`src/rtl/wt_mem_arbiter_if.sv`:
```
// Bus bundle between the cache clients, the arbiter and the memory adapter.
// The slave modport is the arbiter's view; master is the surrounding side.
interface wt_mem_arbiter_if #(
  parameter int NumPorts  = 3,
  parameter int ReqWidth  = 128,
  parameter int RtrnWidth = 128,
  parameter int TidWidth  = 2
);
  localparam int PortIdxWidth = $clog2(NumPorts);
  localparam int IdWidth      = PortIdxWidth + TidWidth;

  logic [NumPorts-1:0]          req_i;
  logic [NumPorts*ReqWidth-1:0] req_data_i;
  logic [NumPorts*TidWidth-1:0] req_tid_i;
  logic [NumPorts-1:0]          ack_o;
  logic                         mem_req_o;
  logic                         mem_ack_i;
  logic [ReqWidth-1:0]          mem_data_o;
  logic [IdWidth-1:0]           mem_tid_o;
  logic                         mem_rtrn_vld_i;
  logic [RtrnWidth-1:0]         mem_rtrn_data_i;
  logic [IdWidth-1:0]           mem_rtrn_tid_i;
  logic [NumPorts-1:0]          rtrn_vld_o;
  logic [RtrnWidth-1:0]         rtrn_data_o;
  logic [TidWidth-1:0]          rtrn_tid_o;
  logic                         busy_o;
  logic                         err_o;

  modport slave (
    input  req_i, req_data_i, req_tid_i, mem_ack_i,
           mem_rtrn_vld_i, mem_rtrn_data_i, mem_rtrn_tid_i,
    output ack_o, mem_req_o, mem_data_o, mem_tid_o,
           rtrn_vld_o, rtrn_data_o, rtrn_tid_o, busy_o, err_o
  );

  modport master (
    output req_i, req_data_i, req_tid_i, mem_ack_i,
           mem_rtrn_vld_i, mem_rtrn_data_i, mem_rtrn_tid_i,
    input  ack_o, mem_req_o, mem_data_o, mem_tid_o,
           rtrn_vld_o, rtrn_data_o, rtrn_tid_o, busy_o, err_o
  );
endinterface

```
`src/rtl/wt_mem_arbiter.sv`:
```
// N-port round-robin request arbiter with per-port outstanding limits,
// port-tagged transaction IDs and return routing by ID.
module wt_mem_arbiter #(
  parameter int NumPorts       = 3,
  parameter int ReqWidth       = 128,
  parameter int RtrnWidth      = 128,
  parameter int TidWidth       = 2,
  parameter int MaxOutstanding = 4
) (
  input logic             clk_i,
  input logic             rst_i,
  wt_mem_arbiter_if.slave bus
);
  localparam int PortIdxWidth = $clog2(NumPorts);
  localparam int IdWidth      = PortIdxWidth + TidWidth;

  logic [3:0]              cnt [NumPorts];
  logic [PortIdxWidth-1:0] ptr;
  logic                    out_vld;
  logic [ReqWidth-1:0]     out_data;
  logic [IdWidth-1:0]      out_tid;
  logic [NumPorts-1:0]     rtrn_vld;
  logic [RtrnWidth-1:0]    rtrn_data;
  logic [TidWidth-1:0]     rtrn_tid;
  logic                    err;

  logic [NumPorts-1:0]     eligible;
  logic [NumPorts-1:0]     cnt_nz;
  logic                    grant_found;
  logic [PortIdxWidth-1:0] grant_idx;
  logic                    capture_en;
  logic                    capture;
  logic [NumPorts-1:0]     cnt_inc;
  logic [NumPorts-1:0]     rtrn_hit;
  logic                    rtrn_ok;
  logic [PortIdxWidth-1:0] rtrn_port;

  assign rtrn_port = bus.mem_rtrn_tid_i[IdWidth-1:TidWidth];

  // Per-port eligibility: requesting and below the in-flight limit.
  always_comb begin
    eligible = '0;
    cnt_nz   = '0;
    for (int p = 0; p < NumPorts; p++) begin
      eligible[p] = bus.req_i[p] && (cnt[p] < 4'(MaxOutstanding));
      cnt_nz[p]   = (cnt[p] != 4'd0);
    end
  end

  // Round-robin search starting at the priority pointer.
  always_comb begin
    grant_found = 1'b0;
    grant_idx   = '0;
    for (int i = 0; i < NumPorts; i++) begin
      int idx;
      idx = (int'(ptr) + i) % NumPorts;
      if (!grant_found && eligible[idx]) begin
        grant_found = 1'b1;
        grant_idx   = PortIdxWidth'(idx);
      end
    end
  end

  // Capture is allowed into an empty register or when the held entry leaves this cycle.
  assign capture_en = !out_vld || bus.mem_ack_i;
  assign capture    = capture_en && grant_found;

  // One-hot grant and return decode; out-of-range or unexpected returns hit no port.
  always_comb begin
    cnt_inc  = '0;
    rtrn_hit = '0;
    for (int p = 0; p < NumPorts; p++) begin
      cnt_inc[p]  = capture && (grant_idx == PortIdxWidth'(p));
      rtrn_hit[p] = bus.mem_rtrn_vld_i && (rtrn_port == PortIdxWidth'(p)) && cnt_nz[p];
    end
    rtrn_ok = |rtrn_hit;
  end

  // In-flight counters; a simultaneous capture and return on one port cancel out.
  always_ff @(posedge clk_i or posedge rst_i) begin
    if (rst_i) begin
      for (int p = 0; p < NumPorts; p++) cnt[p] <= 4'd0;
    end else begin
      for (int p = 0; p < NumPorts; p++) begin
        if (cnt_inc[p] && !rtrn_hit[p])      cnt[p] <= cnt[p] + 4'd1;
        else if (rtrn_hit[p] && !cnt_inc[p]) cnt[p] <= cnt[p] - 4'd1;
      end
    end
  end

  // Priority pointer moves past the winner only when something was granted.
  always_ff @(posedge clk_i or posedge rst_i) begin
    if (rst_i)        ptr <= '0;
    else if (capture) ptr <= (grant_idx == PortIdxWidth'(NumPorts - 1)) ? '0 : grant_idx + 1'b1;
  end

  // Output register: loaded on capture, held until the adapter accepts it.
  always_ff @(posedge clk_i or posedge rst_i) begin
    if (rst_i) begin
      out_vld  <= 1'b0;
      out_data <= '0;
      out_tid  <= '0;
    end else if (capture) begin
      out_vld  <= 1'b1;
      out_data <= bus.req_data_i[int'(grant_idx)*ReqWidth +: ReqWidth];
      out_tid  <= {grant_idx, bus.req_tid_i[int'(grant_idx)*TidWidth +: TidWidth]};
    end else if (bus.mem_ack_i) begin
      out_vld  <= 1'b0;
    end
  end

  // Registered return routing and sticky error on unmatched returns.
  always_ff @(posedge clk_i or posedge rst_i) begin
    if (rst_i) begin
      rtrn_vld  <= '0;
      rtrn_data <= '0;
      rtrn_tid  <= '0;
      err       <= 1'b0;
    end else begin
      rtrn_vld <= rtrn_hit;
      if (rtrn_ok) begin
        rtrn_data <= bus.mem_rtrn_data_i;
        rtrn_tid  <= bus.mem_rtrn_tid_i[TidWidth-1:0];
      end
      if (bus.mem_rtrn_vld_i && !rtrn_ok) err <= 1'b1;
    end
  end

  assign bus.ack_o       = cnt_inc;
  assign bus.mem_req_o   = out_vld;
  assign bus.mem_data_o  = out_data;
  assign bus.mem_tid_o   = out_tid;
  assign bus.rtrn_vld_o  = rtrn_vld;
  assign bus.rtrn_data_o = rtrn_data;
  assign bus.rtrn_tid_o  = rtrn_tid;
  assign bus.err_o       = err;
  assign bus.busy_o      = (|cnt_nz) | out_vld;

endmodule

```
`src/flat_wrapper.sv`:
```
// flat-port wrapper written by rule: the top's interface ports become plain ports
module wt_mem_arbiter_flat 
#(
  parameter int NumPorts       = 3,
  parameter int ReqWidth       = 128,
  parameter int RtrnWidth      = 128,
  parameter int TidWidth       = 2,
  parameter int MaxOutstanding = 4
)
  (clk_i, rst_i, bus_req_i, bus_req_data_i, bus_req_tid_i, bus_mem_ack_i, bus_mem_rtrn_vld_i, bus_mem_rtrn_data_i, bus_mem_rtrn_tid_i, bus_ack_o, bus_mem_req_o, bus_mem_data_o, bus_mem_tid_o, bus_rtrn_vld_o, bus_rtrn_data_o, bus_rtrn_tid_o, bus_busy_o, bus_err_o);
  wt_mem_arbiter_if #(.NumPorts(NumPorts), .ReqWidth(ReqWidth), .RtrnWidth(RtrnWidth), .TidWidth(TidWidth)) bus_i ();
  input logic clk_i;
  input logic rst_i;
  input wire logic [$bits(bus_i.req_i)-1:0] bus_req_i;
  input wire logic [$bits(bus_i.req_data_i)-1:0] bus_req_data_i;
  input wire logic [$bits(bus_i.req_tid_i)-1:0] bus_req_tid_i;
  input wire logic [$bits(bus_i.mem_ack_i)-1:0] bus_mem_ack_i;
  input wire logic [$bits(bus_i.mem_rtrn_vld_i)-1:0] bus_mem_rtrn_vld_i;
  input wire logic [$bits(bus_i.mem_rtrn_data_i)-1:0] bus_mem_rtrn_data_i;
  input wire logic [$bits(bus_i.mem_rtrn_tid_i)-1:0] bus_mem_rtrn_tid_i;
  output wire logic [$bits(bus_i.ack_o)-1:0] bus_ack_o;
  output wire logic [$bits(bus_i.mem_req_o)-1:0] bus_mem_req_o;
  output wire logic [$bits(bus_i.mem_data_o)-1:0] bus_mem_data_o;
  output wire logic [$bits(bus_i.mem_tid_o)-1:0] bus_mem_tid_o;
  output wire logic [$bits(bus_i.rtrn_vld_o)-1:0] bus_rtrn_vld_o;
  output wire logic [$bits(bus_i.rtrn_data_o)-1:0] bus_rtrn_data_o;
  output wire logic [$bits(bus_i.rtrn_tid_o)-1:0] bus_rtrn_tid_o;
  output wire logic [$bits(bus_i.busy_o)-1:0] bus_busy_o;
  output wire logic [$bits(bus_i.err_o)-1:0] bus_err_o;
  assign bus_i.req_i = bus_req_i;
  assign bus_i.req_data_i = bus_req_data_i;
  assign bus_i.req_tid_i = bus_req_tid_i;
  assign bus_i.mem_ack_i = bus_mem_ack_i;
  assign bus_i.mem_rtrn_vld_i = bus_mem_rtrn_vld_i;
  assign bus_i.mem_rtrn_data_i = bus_mem_rtrn_data_i;
  assign bus_i.mem_rtrn_tid_i = bus_mem_rtrn_tid_i;
  assign bus_ack_o = bus_i.ack_o;
  assign bus_mem_req_o = bus_i.mem_req_o;
  assign bus_mem_data_o = bus_i.mem_data_o;
  assign bus_mem_tid_o = bus_i.mem_tid_o;
  assign bus_rtrn_vld_o = bus_i.rtrn_vld_o;
  assign bus_rtrn_data_o = bus_i.rtrn_data_o;
  assign bus_rtrn_tid_o = bus_i.rtrn_tid_o;
  assign bus_busy_o = bus_i.busy_o;
  assign bus_err_o = bus_i.err_o;
  wt_mem_arbiter #(.NumPorts(NumPorts), .ReqWidth(ReqWidth), .RtrnWidth(RtrnWidth), .TidWidth(TidWidth), .MaxOutstanding(MaxOutstanding)) u_core (.clk_i(clk_i), .rst_i(rst_i), .bus(bus_i));
endmodule
```
`config.mk`:
```
export PLATFORM = sky130hd
export DESIGN_NAME = wt_mem_arbiter_flat
export DESIGN_NICKNAME = d
export VERILOG_FILES = /design/src/rtl/wt_mem_arbiter_if.sv /design/src/rtl/wt_mem_arbiter.sv /design/src/flat_wrapper.sv
export SDC_FILE = /design/constraint.sdc
export NUM_CORES = 1
export LEC_CHECK = 0
export CORE_AREA = 2 2 311 313
export CTS_CLUSTER_SIZE = 16
export DETAILED_ROUTE_END_ITERATION = 16
export DIE_AREA = 0 0 313 315
export GPL_TIMING_DRIVEN = 0
export SYNTH_ARGS = -nofsm -noshare
export SYNTH_HDL_FRONTEND = slang
export SYNTH_SLANG_ARGS = --single-unit
```
`constraint.sdc`:
```
create_clock -name clk_i -period 13.7 [get_ports clk_i]
set_clock_uncertainty 0.05 [all_clocks]
set_input_delay 2.055 -clock clk_i [delete_from_list [all_inputs] [get_ports clk_i]]
set_output_delay 2.055 -clock clk_i [all_outputs]
set_load 0.01 [all_outputs]
```
## Word-level counts from Yosys, hierarchy flattened

Index checks and enable logic that the tools add are counted.

| word-level totals | value |
|---|---|
| bits in read-only memories | 0 |
| word-level logic and storage cells | 104 |
| flip-flop bits (word level) | 281 |
| memories kept | 0 |
| output and inout bits | 271 |
| bits in latches | 0 |
| memory bits (writable) | 0 |

| cells by class | value |
|---|---|
| reduce and logical (&&, ||, !) cells | 44 |
| magnitude comparators | 6 |
| bitwise logic cells | 1 |
| $mul | 0 |
| shift-type cells | 2 |
| add/sub/neg operators | 9 |
| div/mod/pow operators | 3 |
| equality and inequality tests | 4 |
| mux-type cells | 24 |

Operator list:

| operator | count |
|---|---|
| $shiftx A384 B10 Y128 | 1 |
| $lt A32 B4 Y1 const B | 3 |
| $mod A32 B3 Y32 const B | 2 |
| $mod A3 B3 Y32 const B | 1 |
| $mux W4 | 6 |
| $logic_and A1 B1 Y1 | 22 |
| $add A4 B1 Y4 const B | 3 |
| $lt A4 B3 Y1 const B | 3 |
| $reduce_bool A4 Y1 | 3 |
| $sub A4 B1 Y4 const B | 3 |
| $mux W1 | 11 |
| $logic_not A1 Y1 | 10 |
| $mux W2 | 4 |
| $reduce_bool A2 Y1 | 4 |
| $bmux W1 S2 | 3 |
| $reduce_or A3 Y1 | 2 |
| $shiftx A6 B4 Y2 | 1 |
| $eq A2 B1 Y1 const B | 2 |
| $eq A2 B2 Y1 const B | 2 |
| $logic_not A2 Y1 | 2 |
| $add A2 B1 Y3 const B | 1 |
| $add A2 B2 Y3 const B | 1 |
| $add A2 B1 Y2 const B | 1 |
| $logic_or A1 B1 Y1 | 1 |
| $or A1 B1 Y1 | 1 |

## Longest topological paths before layout

Gate-level depths: netlist (run 1).

| logic depth | value |
|---|---|
| word-level depth | 18 |
| mapped depth | 18 |
| depth with buffers taken out | 15 |

## Least setup slack after synthesis (run 1)

OpenSTA, ideal clock, no wires.

| timing path | value |
|---|---|
| kind | in2out |
| from | input bus_req_i[0] |
| to | output bus_ack_o[0] |
| setup slack | 8.023 ns |
| cell stages on the path | 8 |
| arrival time | 3.572 ns |
| path buffers | 3 |
| required time | 11.595 ns |
| path through | or3b_1 buf_2 a211o_4 buf_6 buf_2 nand3_1 nand2_1 nor2_1 |

| on the way | value |
|---|---|
| word-level cells in the longest chain between the ends | 13 |
| elaborated cells on any way between the ends | 23 |
| those cells by class | mux: 15; reduce/logical: 8 |

Ends and longest elaborated chain:

| item | line | source |
|---|---|---|
| start, declared | flat_wrapper.sv:14 | `input wire logic [$bits(bus_i.req_i)-1:0] bus_req_i;` |
| $logic_and A1 B1 Y1 * | wt_mem_arbiter.sv:45 | `eligible[p] = bus.req_i[p] && (cnt[p] < 4'(MaxOutstanding));` |
| $bmux W1 S2 | wt_mem_arbiter.sv:57 | `if (!grant_found && eligible[idx]) begin` |
| $mux W1 (implied by the code) (2 in series) | wt_mem_arbiter.sv:57 |  |
| $mux W1 | wt_mem_arbiter.sv:57 |  |
| $logic_not A1 Y1 | wt_mem_arbiter.sv:57 |  |
| $logic_and A1 B1 Y1 | wt_mem_arbiter.sv:57 |  |
| $mux W1 | wt_mem_arbiter.sv:57 |  |
| $logic_not A1 Y1 | wt_mem_arbiter.sv:57 |  |
| $logic_and A1 B1 Y1 | wt_mem_arbiter.sv:57 |  |
| $mux W2 / $mux W1 (equally long branches) | wt_mem_arbiter.sv:57 |  |
| $logic_not A2 Y1 / $logic_and A1 B1 Y1 (equally long branches) | wt_mem_arbiter.sv:73, wt_mem_arbiter.sv:66 |  |
| $logic_and A1 B1 Y1 * | wt_mem_arbiter.sv:73 | `cnt_inc[p] = capture && (grant_idx == PortIdxWidth'(p));` |
| end, declared | flat_wrapper.sv:21 | `output wire logic [$bits(bus_i.ack_o)-1:0] bus_ack_o;` |

Mark *: on every way between the ends. The rest lies on a longest branch, timed or not. The select of a mux whose other input is x is not followed.

## Worst setup path after layout (run 1)

| timing path | value |
|---|---|
| from | input bus_req_i[2] |
| to | output bus_ack_o[2] |

| on the way | value |
|---|---|
| word-level cells in the longest chain between the ends | 13 |
| elaborated cells on any way between the ends | 23 |
| those cells by class | eq/ne: 1; mux: 15; reduce/logical: 7 |

Ends and longest elaborated chain:

| item | line |
|---|---|
| $logic_and A1 B1 Y1 * | wt_mem_arbiter.sv:45 |
| $bmux W1 S2 | wt_mem_arbiter.sv:57 |
| $mux W1 (implied by the code) (2 in series) | wt_mem_arbiter.sv:57 |
| $mux W1 | wt_mem_arbiter.sv:57 |
| $logic_not A1 Y1 | wt_mem_arbiter.sv:57 |
| $logic_and A1 B1 Y1 | wt_mem_arbiter.sv:57 |
| $mux W1 | wt_mem_arbiter.sv:57 |
| $logic_not A1 Y1 | wt_mem_arbiter.sv:57 |
| $logic_and A1 B1 Y1 | wt_mem_arbiter.sv:57 |
| $mux W2 / $mux W1 (equally long branches) | wt_mem_arbiter.sv:57 |
| $eq A2 B2 Y1 / $logic_and A1 B1 Y1 (equally long branches) | wt_mem_arbiter.sv:73, wt_mem_arbiter.sv:66 |
| $logic_and A1 B1 Y1 * | wt_mem_arbiter.sv:73 |

Marks and branches as above.

==> results of run 1 <==
==> kinds of logic after synthesis <==
group,synth area share
xor+xnor,0.00707
fa+ha+maj,0.0133
compound gates,0.129
simple gates,0.114
flops,0.473
buf+inv,0.0614
mux,0.202
==> flip-flops by register name, summed over array words and instances (netlist names) <==
signal                  cells
u_core.bus.mem_data_o     128
u_core.bus.rtrn_data_o    128
u_core.cnt                 12
u_core.bus.mem_tid_o        4
u_core.bus.rtrn_vld_o       3
u_core.bus.rtrn_tid_o       2
u_core.ptr                  2
u_core.bus.err_o            1
u_core.bus.mem_req_o        1
==> per-stage QoR <==
step | cells | power (mW) | util | worst slack [ns]
after floorplan | 1324 | 2.92 | - | 3.84
final | 3479 | 5.52 | 0.269 | 5.83
after global routing | 3475 | 5.83 | 0.269 | 5.44
after global placement | 3399 | 4.53 | 0.255 | -1.18
after CTS | 3471 | 5.60 | 0.269 | 5.39
after detailed placement | 3402 | 4.55 | 0.256 | 5.41
==> routing by layer <==
| metal | vias up | part of all wire | track usage |
|---|---|---|---|
| met5 | - | 0.0012 | 0 |
| met2 | 712 | 0.46 | 0.275 |
| met1 | 7621 | 0.43 | 0.220 |
| li1 | 6794 | - | - |
| met3 | 136 | 0.079 | 0.0518 |
| met4 | 16 | 0.033 | 0.0610 |
==> cell usage after synthesis, types with 2 or more instances <==
| cell | instances | area share |
|---|---|---|
| dfrtp_1 | 281 | 0.47 |
| mux2_2 | 208 | 0.16 |
| nand4_1 | 131 | 0.055 |
| a31oi_1 | 88 | 0.037 |
| nor3_1 | 88 | 0.030 |
| o31ai_1 | 88 | 0.044 |
| mux2_1 | 56 | 0.042 |
| buf_2 | 54 | 0.018 |
| nand3_1 | 49 | 0.017 |
| clkbuf_1 | 46 | 0.012 |
| o211ai_1 | 44 | 0.022 |
| o21ai_0 | 43 | 0.014 |
| buf_6 | 20 | 0.015 |
| buf_4 | 19 | 0.0096 |
| buf_1 | 17 | 0.0043 |
| ha_1 | 11 | 0.0093 |
| inv_1 | 10 | 0.0025 |
| nor2_1 | 9 | 0.0023 |
| xnor2_1 | 9 | 0.0053 |
| nand2_1 | 8 | 0.0020 |
| o21ai_1 | 5 | 0.0017 |
| a21o_1 | 4 | 0.0020 |
| a21oi_1 | 4 | 0.0013 |
| fa_1 | 3 | 0.0040 |
| mux2i_1 | 3 | 0.0020 |
| xor2_1 | 3 | 0.0018 |
| and2_1 | 2 | 0.00084 |
| nand2b_1 | 2 | 0.00084 |
| nor3b_2 | 2 | 0.0017 |
| nor4_1 | 2 | 0.00084 |
| or3b_1 | 2 | 0.0012 |
==> worst max-delay path: cells and delay by family <==
| kind | cells | cell delay, ns |
|---|---|---|
| AOI/OAI and AO/OA | 1 | 0.22 |
| buffers and inverters | 4 | 2.28 |
| and+or+nand+nor | 3 | 1.21 |
==> how the worst min path moves through the flow <==
stage	start	end	cells past startpoint
final	u_core.bus.err_o	u_core.bus.err_o	1
after global routing	u_core.bus.err_o	u_core.bus.err_o	1
after CTS	u_core.bus.err_o	u_core.bus.err_o	1
after detailed placement	u_core.bus.err_o	u_core.bus.err_o	1
after global placement	u_core.bus.err_o	u_core.bus.err_o	1
after floorplan	u_core.cnt[11]	u_core.cnt[11]	1
==> layout make-up <==
type                            instances  area, sq um  share of cell area
Timing Repair Buffer                  802         8060               0.313
Clock inverter                         14          118             0.00456
Clock buffer                           55         1110              0.0430
Buffer                                156          875              0.0339
Antenna cell                            8         20.0            0.000777
Inverter                               10         45.0             0.00175
Tap cell                             1276         1600              0.0620
Multi-Input combinational cell        877         6920               0.268
Sequential cell                       281         7030               0.273
==> power by group through the flow <==
stage / sequential [mW] / combinational (mW) / clock [mW]
after floorplan: 1.53 / 1.38 / 0
after global placement: 1.40 / 3.13 / 0
after detailed placement: 1.41 / 3.14 / 0
after CTS: 1.40 / 3.15 / 1.05
after global routing: 1.44 / 3.30 / 1.08
final: 1.40 / 3.11 / 1.01
==> results.sh, run 1 <==
export IMPL_ys_seq_elements=281
export IMPL_clk_pin_slew_ns=0.05
export IMPL_tns_ns=0
export IMPL_crit_chain="clkdlybuf4s50_1 > nor3b_2 > o211a_1 > clkbuf_1 > nand2_2 > buf_2 > nor2_1 > clkdlybuf4s50_1"
export IMPL_final_nets=2711
export IMPL_clkPwrFrac=0.183
export IMPL_start_util=0.155
export IMPL_layout_min_cycle_time_ns=7.87
export IMPL_crit_fanout=10
export IMPL_setup_viol=0
export IMPL_post_drt_wl_per_cell_um=25.7
export IMPL_ant_nets=0
export IMPL_cts_setup_buffers=0
export IMPL_yosys_warnings=0
export IMPL_die_area_sq_um=98600
export IMPL_endpoint_kind="primary output"
export IMPL_drv_cap=0
export IMPL_cp_required_ns=11.60
export IMPL_drc=0
export IMPL_fin_crit_sh=0.574
export IMPL_start_kind="input port"
export IMPL_cpMostUsedCell="clkdlybuf4s50_1"
export IMPL_worst_path_largest_cell_delay_ns=0.71
export IMPL_synth_cell_types=44
export IMPL_ctsResizeCount=0
export IMPL_seqPwrFrac=0.254
export IMPL_avgSynthCellArea_sq_um=11.2
export IMPL_gp_congestion=0.966
export IMPL_placedInstanceArea_sq_um=24500
export IMPL_cts_sinks=281
export IMPL_worstPathArrival_ns=5.76
export IMPL_rsz0062_at_grt="false"
export IMPL_drtPass1Iterations=4
export IMPL_num_vias=15300
export IMPL_syn_area_sq_um=14900
export IMPL_hold_viol=0
export IMPL_numCtsBuffers=40
export IMPL_hold_path_class="flip-flop to flip-flop"
export IMPL_drt_iter0_drc=954
export IMPL_combinationalPowerShare=0.563
export IMPL_ys_seq_area_frac=0.473
export IMPL_core_sq_um=95700
export IMPL_final_area_sq_um=25800
export IMPL_layout_commonest_cell="clkdlybuf4s50_1"
export IMPL_status="finished clean"
export IMPL_ff2ff_path_depth=18
export IMPL_synthCells=1324
export IMPL_drive_gt1_frac=0.170
export IMPL_worst_slew_pin_slew_ns=1.24
export IMPL_ctsHoldBuffers=0
export IMPL_grt_max_degree=102
export IMPL_antenna_found_initial=23
export IMPL_r2r_setup_slack_ns=8.76
export IMPL_cts_root_buf="clkbuf_16"
export IMPL_grt_remaining_overflow=0
export IMPL_whs_ns=0.402
export IMPL_area_growth_pct=73.4
export IMPL_switching_share=0.411
export IMPL_synth_nets=1867
export IMPL_grt_pass1_wl_mm=120
export IMPL_switchingPower_mw=2.27
export IMPL_cts_tree="built"
export IMPL_row_count=114
export IMPL_crit_start="bus_req_i[2]"
export IMPL_clk_latency_ns=0.57
export IMPL_fillers=10100
export IMPL_die_x_um=313
export IMPL_slew_headroom=0.170
export IMPL_async_reset_ff_frac=1.00
export IMPL_ir_worst_vdd_mv=0.102
export IMPL_maxSlewViolCount=0
export IMPL_wl_mm=89.3
export IMPL_r2r_end="u_core.cnt[11]"
export IMPL_die_y_um=315
export IMPL_internal_power_mw=3.25
export IMPL_synth_edff_count=0
export IMPL_ys_flop_type="dfrtp_1"
export IMPL_portBuffers=799
export IMPL_dp_hpwl_mm=70.8
export IMPL_worstSetupPathType="input port to primary output"
export IMPL_grt_usage=0.172
export IMPL_cts_buffer_depth=3
export IMPL_htree_levels=2
export IMPL_grt_pass1_vias=15500
export IMPL_crit_path_end="bus_ack_o[2]"
export IMPL_power_density_nw_per_um2=214
export IMPL_boundaryPins=800
export IMPL_post_drt_via_cell_ratio=4.39
export IMPL_layout_common_cells="clkdlybuf4s50_1 (799), dfrtp_1 (281), mux2_2 (208)"
export IMPL_cpMaxStageDelayCell="clkbuf_1"
export IMPL_regToRegStartpoint="u_core.ptr[0]"
export IMPL_clock_fmax_mhz=127
export IMPL_p_leak_nw=9.66
Note: power is estimated with default switching activity, not from simulation.
==> run 2, diff against run 1 <==
- clock period: 13.7 -> 6.9 ns (I/O delays scaled with it)
==> run 2 against run 1 <==
  * Sequential share of layout area decreased by 0.42 points
  * Worst hold slack improved by 0.0061 ns
  * Final area grew 1.6%
  * Critical path depth is the same
  * First-iteration DRC count is 0.21% higher
  * Via count up 0.52%
  * Largest cell class unchanged
  * Register-to-register slack got worse by 6.7 ns
  * Global-route usage about the same
  * Non-clock buffer count up 5
  * Combinational power is 100% higher
  * Utilization is 0.42 points higher
  * Worst setup slack got worse by 4.7 ns
==> results.sh, run 2 (synthesis results as in run 1) <==
export IMPL_status="finished clean"
export IMPL_maxSlewViolCount=0
export IMPL_ctsHoldBuffers=0
export IMPL_min_from="u_core.bus.err_o"
export IMPL_final_nets=2715
export IMPL_htree_levels=2
export IMPL_clk_pin_slew_ns=0.05
export IMPL_power_mw=11.4
export IMPL_ant_nets=0
export IMPL_grt_remaining_overflow=0
export IMPL_clock_fmax_mhz=173
export IMPL_numCtsBuffers=39
export IMPL_area_growth_pct=76.1
export IMPL_num_vias=15400
export IMPL_drtPass1Iterations=6
export IMPL_start_util=0.155
export IMPL_worst_slew_pin_slew_ns=1.34
export IMPL_cts_setup_buffers=0
export IMPL_hold_viol=0
export IMPL_post_drt_wl_per_cell_um=25.6
export IMPL_die_area_sq_um=98600
export IMPL_boundaryPins=800
export IMPL_cts_tree="built"
export IMPL_rsz0062_at_grt="false"
export IMPL_setup_viol=0
export IMPL_power_density_nw_per_um2=437
export IMPL_antenna_found_initial=29
export IMPL_die_x_um=313
export IMPL_ctsResizeCount=0
export IMPL_drt_iter0_drc=956
export IMPL_crit_start="bus_req_i[2]"
export IMPL_die_y_um=315
export IMPL_slew_headroom=0.103
export IMPL_placedInstanceArea_sq_um=24600
export IMPL_layout_min_cycle_time_ns=5.77
export IMPL_layout_common_cells="clkdlybuf4s50_1 (799), dfrtp_1 (281), mux2_2 (208)"
export IMPL_grt_pass1_wl_mm=121
export IMPL_drive_gt1_frac=0.176
export IMPL_grt_max_degree=40
export IMPL_fillers=10100
export IMPL_portBuffers=799
export IMPL_multi_input_area_sq_um=6920
export IMPL_post_drt_via_cell_ratio=4.40
export IMPL_finalNonFillerCells=3488
export IMPL_start_kind="input port"
export IMPL_grt_usage=0.172
export IMPL_cts_buffer_depth=3
export IMPL_p_leak_nw=9.83
export IMPL_drv_cap=0
export IMPL_worstPathArrival_ns=4.68
export IMPL_worstSetupPathType="input port to primary output"
export IMPL_ir_worst_vdd_mv=0.222
export IMPL_core_sq_um=95700
export IMPL_cts_root_buf="clkbuf_16"
export IMPL_regToRegStartpoint="u_core.ptr[0]"
export IMPL_hold_path_class="flip-flop to flip-flop"
export IMPL_grt_pass1_vias=15900
export IMPL_fin_crit_sh=0.836
export IMPL_crit_fanout=10
export IMPL_clk_latency_ns=0.58
export IMPL_wl_mm=89.1
export IMPL_endpoint_kind="primary output"
export IMPL_place_inst=3407
export IMPL_final_core_util=0.273
export IMPL_gp_congestion=0.941
export IMPL_dp_hpwl_mm=71.3
export IMPL_cp_required_ns=5.81
export IMPL_layout_commonest_cell="clkdlybuf4s50_1"
export IMPL_seqCellArea_sq_um=7030
export IMPL_final_area_sq_um=26200
export IMPL_whs_ns=0.408
export IMPL_cts_sinks=281
export IMPL_row_count=114
export IMPL_drc=0
run 2: final timing paths:
path,to,slack [ns],depth (start not counted)
max in group asynchronous,u_core.bus.mem_data_o[126],4.69,6
hold reg to reg,u_core.bus.err_o,0.41,1
setup / recovery,bus_ack_o[2],1.13,8
min in group asynchronous,u_core.bus.rtrn_data_o[69],0.73,2
setup reg to reg,u_core.cnt[11],2.09,18
hold / removal,u_core.bus.err_o,0.41,1
run 2: metal layers:
layer	up-vias	GRT usage	wire (um)
li1	6806	-	-
met1	7699	0.226	38800
met2	735	0.275	41100
met3	112	0.0476	6740
met4	6	0.0554	2490
met5	-	0	31
run 2: power breakdown:
group | switching, mW | internal [mW]
Sequential | 0.417 | 2.37
Combinational | 3.29 | 2.94
Clock | 0.860 | 1.57
run 2: metrics by stage:
stage | setup WS, ns | setup TNS, ns
5_1_grt | 0.838 | 0
2_1_floorplan | 2.09 | 0
4_1_cts | 0.894 | 0
6_report | 1.13 | 0
3_5_place_dp | 0.922 | 0
3_3_place_gp | -0.683 | -169.44
run 2: final cells by class:
| type | count | area share |
|---|---|---|
| Inverter | 10 | 0.00158 |
| Clock inverter | 19 | 0.0149 |
| Sequential cell | 281 | 0.269 |
| Antenna cell | 10 | 0.000956 |
| Tap cell | 1276 | 0.0610 |
| Multi-Input combinational cell | 877 | 0.264 |
| Clock buffer | 52 | 0.0434 |
| Timing Repair Buffer | 807 | 0.312 |
| Buffer | 156 | 0.0334 |
run 2: worst max-delay path: stages:
cell,delay [ns]
clkdlybuf4s50_1,0.45
nor3b_2,0.36
o211a_1,0.21
clkbuf_1,0.75
nand2_2,0.58
buf_2,0.40
nor2_1,0.25
clkdlybuf4s50_1,0.64
==> run 3, diff against run 2 <==
- clock period: 6.9 -> 5 ns (I/O delays scaled with it)
==> run 3 against run 2 <==
  * Global-route usage about the same
  * Utilization barely moved
  * Die area did not move
  * Critical path type unchanged
  * Critical endpoint unchanged
  * Largest power group unchanged
==> results.sh, run 3 (synthesis results as in run 1) <==
export IMPL_wl_mm=89.1
export IMPL_cts_buffer_depth=3
export IMPL_drv_cap=0
export IMPL_start_kind="input port"
export IMPL_hold_path_class="flip-flop to flip-flop"
export IMPL_numCtsBuffers=39
export IMPL_slew_headroom=0.153
export IMPL_drt_iter0_drc=978
export IMPL_row_count=114
export IMPL_boundaryPins=800
export IMPL_rsz0062_at_grt="false"
export IMPL_layout_min_cycle_time_ns=4.74
export IMPL_cts_root_buf="clkbuf_16"
export IMPL_layout_commonest_cell="clkdlybuf4s50_1"
export IMPL_hold_viol=0
export IMPL_worst_slew_pin_slew_ns=1.27
export IMPL_die_y_um=315
export IMPL_ctsHoldBuffers=0
export IMPL_p_leak_nw=9.84
export IMPL_die_area_sq_um=98600
export IMPL_final_nets=2715
export IMPL_tns_ns=0
export IMPL_setup_viol=0
export IMPL_start_util=0.155
export IMPL_grt_usage=0.172
export IMPL_worstPathArrival_ns=3.94
export IMPL_core_sq_um=95700
export IMPL_grt_remaining_overflow=0
export IMPL_drtPass1Iterations=6
export IMPL_gp_congestion=0.941
export IMPL_ir_worst_vdd_mv=0.305
export IMPL_drive_gt1_frac=0.178
export IMPL_die_x_um=313
export IMPL_clk_pin_slew_ns=0.05
export IMPL_num_vias=15400
export IMPL_status="finished clean"
export IMPL_post_drt_wl_per_cell_um=25.5
export IMPL_power_density_nw_per_um2=603
export IMPL_grt_pass1_wl_mm=121
export IMPL_final_core_util=0.274
export IMPL_drc=0
export IMPL_worstSetupPathType="input port to primary output"
export IMPL_post_drt_via_cell_ratio=4.40
export IMPL_layout_common_cells="clkdlybuf4s50_1 (799), dfrtp_1 (281), mux2_2 (208)"
export IMPL_clk_latency_ns=0.58
export IMPL_portBuffers=799
export IMPL_cts_sinks=281
export IMPL_crit_fanout=10
export IMPL_maxSlewViolCount=0
export IMPL_cp_required_ns=4.20
export IMPL_antenna_found_initial=28
export IMPL_grt_max_degree=40
export IMPL_fin_crit_sh=0.947
export IMPL_dp_hpwl_mm=71.3
export IMPL_clock_fmax_mhz=211
export IMPL_grt_pass1_vias=15900
export IMPL_cts_tree="built"
export IMPL_ant_nets=0
export IMPL_area_growth_pct=76.4
export IMPL_endpoint_kind="primary output"
export IMPL_htree_levels=2
[run 3: cell types whose count changed in the layout (fill, tap and decap cells not counted), sizes merged]
cell,previous run,this run
diode,10,12
buf,118,119
clkbuf,98,97
[run 3: critical path, stage by stage]
cell             delay [ns]
clkdlybuf4s50_1        0.45
nor3b_2                0.44
o211a_1                0.73
nand2_4                0.33
buf_2                  0.34
nor2_1                 0.26
clkdlybuf4s50_1        0.64
[run 3: metrics by stage]
stage	cells	hold WS [ns]	instance area (sq um)	setup slack [ns]	power, mW
global route	3484	0.403	26200	0.0182	16.6
CTS	3476	0.390	26200	0.0465	16.0
finish	3490	0.407	26200	0.264	15.8
detailed placement	3407	0.398	24600	-0.586	12.5
global placement	3399	0.389	24500	-2.30	12.5
floorplan	1324	0.409	14900	0.479	7.99
[run 3: power by group]
part           leakage (nW)  switching [mW]  internal, mW
logic                  5.78            4.56          4.06
registers              3.31           0.578          3.27
clock network         0.744            1.18          2.16
total                  9.84            6.32          9.49
[run 3: final timing paths]
path | startpoint | to | slack, ns | cells after the start
max | bus_req_i[2] | bus_ack_o[2] | 0.26 | 7
min | u_core.bus.err_o | u_core.bus.err_o | 0.41 | 1
max reg2reg | u_core.ptr[0] | u_core.cnt[11] | 0.87 | 17
min reg2reg | u_core.bus.err_o | u_core.bus.err_o | 0.41 | 1
max in group asynchronous | rst_i | u_core.bus.mem_data_o[127] | 3.08 | 6
min in group asynchronous | rst_i | u_core.bus.rtrn_data_o[69] | 0.45 | 2
[run 3: routing by layer]
| layer | routed length (um) | GRT usage | vias up | part of all wire |
|---|---|---|---|---|
| met5 | 31 | 0 | - | 0.00035 |
| met4 | 2620 | 0.0551 | 6 | 0.029 |
| met3 | 6940 | 0.0473 | 116 | 0.078 |
| met2 | 41100 | 0.275 | 735 | 0.46 |
| met1 | 38400 | 0.225 | 7691 | 0.43 |
| li1 | - | - | 6809 | - |
[run 3: layout make-up]
cell class | instances | area, sq um
fill | 10100 | 69500
timing repair buffer | 809 | 8170
sequential | 281 | 7030
multi-input combinational | 877 | 6940
tap | 1276 | 1600
clock buffer | 52 | 1140
buffer | 154 | 868
clock inverter | 19 | 390
inverter | 10 | 41.3
antenna | 12 | 30.0
[run 3: what timing repair did]
item / in CTS / in global routing
pin swaps: 0 / 1
hold endpoints to repair: 0 / 0
resized for setup: 6 / 0
setup endpoints to repair: 5 / 2
setup buffers: 0 / 2
